==> src/rtl/riscv_instr_loader_pkg.sv <==
// Shared leaf definitions for the RISC-V instruction loader: FSM states,
// header field positions and the instruction word width.
package riscv_instr_loader_pkg;

   localparam int INSTR_W      = 32;
   localparam int HDR_ADDR_MSB = 31;
   localparam int HDR_ADDR_LSB = 16;

   typedef enum logic [1:0] {
      IDLE = 2'd0,
      LOAD = 2'd1,
      CHK  = 2'd2,
      RUN  = 2'd3
   } loader_state_t;

endpackage

==> src/rtl/riscv_instr_loader.sv <==
// Parses a header word, then writes N payload words to imem (registered, 1 cycle), full rate, no backpressure.
// Holds core_reset high until an image is complete and ap_start is high; LOADER_CHECKSUM_EN adds an XOR checksum word.
module riscv_instr_loader
   import riscv_instr_loader_pkg::*;
#(
   parameter int IMEM_ADDR_BITS = 12,
   parameter int LEN_BITS       = 16
) (
   input  logic                      clk,
   input  logic                      reset,
   input  logic [INSTR_W-1:0]        instr_packet,
   input  logic                      instr_wr_en,
   input  logic                      ap_start,
   output logic                      imem_we,
   output logic [IMEM_ADDR_BITS-1:0] imem_addr,
   output logic [INSTR_W-1:0]        imem_wdata,
   output logic                      core_reset,
   output logic                      load_done,
   output logic                      proto_err,
   output logic                      checksum_err
);

   loader_state_t             state;
   logic [IMEM_ADDR_BITS-1:0] addr_cnt;
   logic [LEN_BITS-1:0]       remaining;
   logic [LEN_BITS-1:0]       hdr_len;
   logic [IMEM_ADDR_BITS-1:0] hdr_addr;

   assign hdr_len  = instr_packet[LEN_BITS-1:0];
   assign hdr_addr = IMEM_ADDR_BITS'(instr_packet[HDR_ADDR_MSB:HDR_ADDR_LSB]);

   // The core only runs while the FSM sits in RUN, so this follows the state register directly.
   assign core_reset = (state != RUN);

`ifdef LOADER_CHECKSUM_EN
   logic [INSTR_W-1:0] xor_acc;
`else
   assign checksum_err = 1'b0;
`endif

   always_ff @(posedge clk) begin
      if (reset) begin
         state      <= IDLE;
         addr_cnt   <= '0;
         remaining  <= '0;
         imem_we    <= 1'b0;
         imem_addr  <= '0;
         imem_wdata <= '0;
         load_done  <= 1'b0;
         proto_err  <= 1'b0;
`ifdef LOADER_CHECKSUM_EN
         xor_acc      <= '0;
         checksum_err <= 1'b0;
`endif
      end else begin
         imem_we <= 1'b0;
         case (state)
            IDLE: begin
               // A header outranks a same-cycle run request: the old image is replaced.
               if (instr_wr_en) begin
                  addr_cnt  <= hdr_addr;
                  remaining <= hdr_len;
                  load_done <= (hdr_len == '0);
`ifdef LOADER_CHECKSUM_EN
                  xor_acc      <= '0;
                  checksum_err <= 1'b0;
`endif
                  if (hdr_len != '0) begin
                     state <= LOAD;
                  end
               end else if (ap_start && load_done) begin
                  state <= RUN;
               end
            end

            LOAD: begin
               if (instr_wr_en) begin
                  imem_we    <= 1'b1;
                  imem_addr  <= addr_cnt;
                  imem_wdata <= instr_packet;
                  addr_cnt   <= addr_cnt + IMEM_ADDR_BITS'(1);
                  remaining  <= remaining - LEN_BITS'(1);
`ifdef LOADER_CHECKSUM_EN
                  xor_acc <= xor_acc ^ instr_packet;
                  if (remaining == LEN_BITS'(1)) begin
                     state <= CHK;
                  end
`else
                  if (remaining == LEN_BITS'(1)) begin
                     state     <= IDLE;
                     load_done <= 1'b1;
                  end
`endif
               end
            end

`ifdef LOADER_CHECKSUM_EN
            CHK: begin
               if (instr_wr_en) begin
                  if (instr_packet == xor_acc) begin
                     load_done <= 1'b1;
                  end else begin
                     checksum_err <= 1'b1;
                  end
                  state <= IDLE;
               end
            end
`endif

            RUN: begin
               if (instr_wr_en) begin
                  proto_err <= 1'b1;
               end
               if (!ap_start) begin
                  state <= IDLE;
               end
            end

            default: begin
               state <= IDLE;
            end
         endcase
      end
   end

endmodule

==> config.mk <==
export PLATFORM = sky130hd
export DESIGN_NAME = riscv_instr_loader
export DESIGN_NICKNAME = d
export VERILOG_FILES = /design/src/rtl/riscv_instr_loader_pkg.sv /design/src/rtl/riscv_instr_loader.sv
export SDC_FILE = /design/constraint.sdc
export NUM_CORES = 1
export LEC_CHECK = 0
export BUFFER_PORTS_ARGS = -buffer_cell sky130_fd_sc_hd__buf_2
export CAP_MARGIN = 20
export CORE_MARGIN = 10
export CORE_UTILIZATION = 35
export CTS_BUF_LIST = sky130_fd_sc_hd__clkbuf_4 sky130_fd_sc_hd__clkbuf_8
export DETAILED_ROUTE_END_ITERATION = 7
export GPL_TIMING_DRIVEN = 0
export PLACE_DENSITY = 0.68
export SLEW_MARGIN = 20
export SYNTH_ARGS = -nofsm -noshare
export SYNTH_HDL_FRONTEND = slang
export SYNTH_SLANG_ARGS = --single-unit
==> constraint.sdc <==
create_clock -name clk -period 4.5 [get_ports clk]
set_input_delay 0.9 -clock clk [delete_from_list [all_inputs] [get_ports clk]]
set_output_delay 0.9 -clock clk [all_outputs]
set_load 0.005 [all_outputs]
Word-level counts from Yosys, hierarchy flattened
Cells that the tools add are included.

Register bits: 77. Bits of input ports: 36. Word-level logic and storage cells: 50.

Add/subtract/negate cells: 2. Equality and inequality tests: 10. Muxes and demuxes: 18. Bitwise gates (word level): 1. Reduce and logical (&&, ||, !) cells: 11.

Operators with widths (count): 16-bit two-way mux (2); 16-bit one-hot mux with 2 select lines (1); 12-bit two-way mux (2); 12-bit one-hot mux with 2 select lines (1); 16-bit by 1-bit equality test with 1-bit output, second input constant (1); 16-bit logical NOT (1); 16-bit nonzero test (1); 16-bit by 1-bit subtractor with 16-bit output, second input constant (1); 12-bit by 1-bit adder with 12-bit output, second input constant (1); 2-bit two-way mux (6); 2-bit != test, second input constant (5); 3-bit != test, second input constant (2); 2-bit one-hot mux with 3 select lines (1); 5-bit AND reduction (1); 1-bit two-way mux (4); 2-bit AND reduction (2); 4-bit AND reduction (1); 3-bit AND reduction (1); 2-bit by 1-bit equality test with 1-bit output, second input constant (1); 2-bit equality test, second input constant (1); 2-bit logical NOT (1); 1-bit one-hot mux with 2 select lines (1); 2-bit nonzero test (1); 2-bit OR reduction (1); 2 further kinds (2).

Depth between registers and ports, before layout
Depth in word-level cells: 4. Depth in mapped cells: 7. Gate-level depth less buffers: 6.

Worst setup path before layout
Ideal clock, no wire load.

Kind: input-to-reg. Start: in instr_wr_en. End: reg remaining[4]. Library setup time: 0.132 ns. Arrival: 1.714 ns. Data required time: 4.368 ns. Path slack: 2.654 ns. Stages: 6. Buffers on the path: 2. Cells stage by stage: nand2b_1 -> clkbuf_1 -> clkbuf_1 -> nor3_1 -> o21ai_0 -> a21oi_1.

Cells in the longest elaborated chain, start to end: 2. Elaborated cells on any way between the ends: 3. Those cells by class: eq/ne: 2; reduce/logical: 1.

Ends and longest elaborated chain: start: declaration (RTL line riscv_instr_loader.sv:12) `input logic instr_wr_en,`; 2-bit != test (no line); 3-bit AND reduction (no line) *; end signal: assignment (RTL line riscv_instr_loader.sv:62) `remaining <= hdr_len;`; end signal: assignment (RTL line riscv_instr_loader.sv:82) `remaining <= remaining - LEN_BITS'(1);`; end: declaration (RTL line riscv_instr_loader.sv:25) `logic [LEN_BITS-1:0] remaining;`.

Mark *: on every way between the ends. The rest lies on a longest branch, timed or not. A chain may end at the register's enable or synchronous reset.

Worst setup path after layout
Start: reg state[0]. End: out core_reset.

Cells in the longest elaborated chain, start to end: 1.

Ends and longest elaborated chain: start: declaration (RTL line riscv_instr_loader.sv:23) `loader_state_t state;`; start signal: assignment (RTL line riscv_instr_loader.sv:43) `state <= IDLE;`; start signal: assignment (RTL line riscv_instr_loader.sv:69) `state <= LOAD;`; start signal: assignment (RTL line riscv_instr_loader.sv:72) `state <= RUN;`; 2-bit != test (RTL line riscv_instr_loader.sv:33) `assign core_reset = (state != RUN);`; end: declaration (RTL line riscv_instr_loader.sv:17) `output logic core_reset,`.

Every way passes these cells.

==> impl_metrics.tcl <==
set metrics [dict create \
    synth_top_family_by_area "simple AND/OR/NAND/NOR gates" \
    maxSlewViolCount 0 \
    num_vias 3713 \
    cts.sinks 77 \
    syn_avg_cell_area_um2 7.82 \
    synth-edff-count 0 \
    core_area_mm2 0.00977 \
    setup_viol 0 \
    die-height_um 120 \
    finalWorstSetupSlack_ns 1.98 \
    cts_tree "yes" \
    place.port_buffers 83 \
    area_growth_pct 22.4 \
    crit_arrival_ns 1.62 \
    antenna_found_initial 0 \
    cts_resized 0 \
    max_cap_violations 0 \
    ys_async_sr_fraction 0 \
    fin_crit_ns 2.52 \
    synth_cells 449 \
    slowest_stage "clkbuf_1" \
    die_width_um 120 \
    postCtsHoldBufs 0 \
    status "finished clean" \
    cts_max_path_buffers 2 \
    p_sw_w 0.000481 \
    cts_inserted_buffers 9 \
    post-place-ws_ns 2.11 \
    crit_cells 4 \
    critPathRequiredTime_ns 3.60 \
    finalSetupTns_ns 0 \
    syn_area_mm2 0.00351 \
    gp_congestion 0.910 \
    cp_max_fo 10 \
    grt_pass1_wl_um 19000 \
    synth_area_leaders "dfxtp_1 (44%), nand2_1 (11%), a21oi_1 (9.1%)" \
    cpMostUsedCell "buf_2" \
    period_share 0.561 \
    clock.fmax_mhz 396 \
    critPathTopFamily "buffers and inverters" \
    clkPwrFrac 0.346 \
    combPwrFrac 0.189 \
    critPathLaunch "state[0]$_SDFFE_PP0P_" \
    h-tree-depth 3 \
    skew_ns 0.00674 \
    floorplan.initialDensity 0.359 \
    yosysWarnings 0 \
    wire_per_inst_um 17.3 \
    drt_wl_total_um 11700 \
    ys_types 54 \
    dieArea_mm2 0.0144 \
    pin_count 85 \
    cp_cell_sequence "buf_2 -> clkbuf_1 -> nand2_1 -> buf_2" \
    drive_gt1_frac 0.229 \
    grt_usage 0.161 \
    gr-total-overflow 0 \
    ir_drop_uv 183 \
    core.rowCount 36 \
    n_antenna_cell 0 \
    cp-start-kind "flip-flop" \
    grt_max_degree 12 \
    path_clk_slew_ns 0.08 \
    multi_input_area_mm2 0.00180 \
    r2r_start "state[0]$_SDFFE_PP0P_" \
    yosysTopAreaCellShare 0.439 \
    final_net_count 582 \
    hold_class "reg2reg" \
    end_kind "output pin" \
    ant_nets 0 \
    regArea_mm2 0.00154 \
    power_density_mw_per_mm2 384 \
    p_leak_nw 1.74 \
    syn_nets 488 \
    synth_compound_area_frac 0.228 \
    path_buf_inv 3 \
    synth-simple-area-share 0.268 \
    crit_type "reg2out" \
    max-slew-margin-rel 0.511 \
    yosysTopAreaCell "dfxtp_1" \
    first_pass_iters 5 \
    power.internal_w 0.00117 \
    root_buffer "clkbuf_8" \
    reg2reg_to "imem_addr[2]$_SDFFE_PP0P_" \
    seqPwrFrac 0.465 \
    hold_violations 0 \
    tightestPinTransition_ns 0.730 \
    n_fill_cell 1014 \
    r2r_setup_slack_ns 2.54 \
    ys_seq_area_frac 0.439 \
    dp.cells 665 \
    p_sw_frac 0.291 \
    muxShareOfSynthArea 0.00570 \
    cts_setup_buffers 0 \
    r2r_cells 6 \
    initialDrtViolationCount 307 \
    drc 0 \
    fin_cells 679 \
    insertion_delay_ns 0.36 \
    grt_pass1_vias 3579 \
    max_stage_delay_ns 0.46 \
    synth_xor_area_frac 0 \
    ys_ff_latch 77 \
    synthFlopType "dfxtp_1" \
    rsz0062_at_grt "false" \
    yosys.area_share.adder 0.0107 \
    avgViaCountPerCell 5.47 \
    endpoint "core_reset" \
    hpwl_um 8760 \
]
[power groups by stage]
stage	clock network (W)	registers [W]	logic (W)
after floorplan	0	0.000775	0.000198
after global placement	0	0.000780	0.000301
final	0.000571	0.000768	0.000311
after detailed placement	0	0.000781	0.000305
after CTS	0.000579	0.000766	0.000306
after global routing	0.000615	0.000775	0.000344
[cells by family (layout without fill, tap and decap cells)]
group	Yosys count	count (layout)
other cells	1	1
flops	77	77
simple gates	196	196
mux	2	2
fa+ha+maj	3	3
buf+inv	38	135
compound gates	132	132
[flip-flops by register name (all words and copies together) (netlist names)]
| name | count |
|---|---|
| imem_wdata | 32 |
| remaining | 16 |
| addr_cnt | 12 |
| imem_addr | 12 |
| state | 2 |
| imem_we | 1 |
| load_done | 1 |
| proto_err | 1 |
[stage by stage]
stage	power (W)	area, um^2	utilization	hold WS (ns)
2_1_floorplan	0.000972	3510	-	0.436
3_3_place_gp	0.00108	4090	0.419	0.439
3_5_place_dp	0.00109	4090	0.419	0.444
4_1_cts	0.00165	4300	0.440	0.455
5_1_grt	0.00173	4300	0.440	0.469
6_report	0.00165	4300	0.440	0.450
[worst min-delay path: cells and delay by family (launching register included)]
family / cells / cell delay, ns
AOI/OAI and AO/OA: 1 / 0.05
and+or+nand+nor: 1 / 0.05
DFF: 1 / 0.31
[per-layer routing]
metal,global-route usage,share of wire
met3,0.0423,0.072
met4,0.0709,0.026
met2,0.245,0.45
met5,0,0
met1,0.211,0.45
[cell type report]
class | instances | share of cell area
Clock inverter | 2 | 0.0140
Sequential cell | 77 | 0.358
Clock buffer | 12 | 0.0340
Inverter | 7 | 0.00611
Timing Repair Buffer | 83 | 0.0966
Buffer | 31 | 0.0329
Multi-Input combinational cell | 334 | 0.419
Tap cell | 133 | 0.0387
[synthesized netlist by cell type (all sizes together), types with 3 or more instances]
library cell / instances
nand2: 105
dfxtp: 77
a21oi: 64
nor2: 26
o21ai: 18
clkbuf: 17
buf: 14
nor3: 13
nor4: 11
a211oi: 10
inv: 7
nand4: 7
a22oi: 5
a311oi: 5
a31oi: 5
nand3: 5
o211ai: 5
or3: 5
and2: 4
and4: 4
a31o: 3
ha: 3
nand2b: 3
o22ai: 3
o31ai: 3
[how the worst min path moves through the flow]
stage	startpoint	to	cells after the start
6_report	imem_addr[8]$_SDFFE_PP0P_	imem_addr[8]$_SDFFE_PP0P_	2
5_1_grt	imem_wdata[31]$_SDFFE_PP0P_	imem_wdata[31]$_SDFFE_PP0P_	2
4_1_cts	imem_addr[8]$_SDFFE_PP0P_	imem_addr[8]$_SDFFE_PP0P_	2
3_5_place_dp	imem_addr[8]$_SDFFE_PP0P_	imem_addr[8]$_SDFFE_PP0P_	2
3_3_place_gp	imem_wdata[14]$_SDFFE_PP0P_	imem_wdata[14]$_SDFFE_PP0P_	2
2_1_floorplan	addr_cnt[11]$_SDFFE_PP0P_	imem_addr[11]$_SDFFE_PP0P_	2
[cells in the final DEF, fill, tap and decap left out, types with 7 or more instances in the layout]
cell,n
dfxtp_1,77
buf_2,93
nor2_1,24
o21ai_0,16
nor3_1,13
inv_1,7
clkbuf_8,9
nor4_1,10
nand2_1,105
clkbuf_1,16
a211oi_1,9
nand4_1,7
a21oi_1,64
Note: power is estimated with default switching activity, not from simulation.
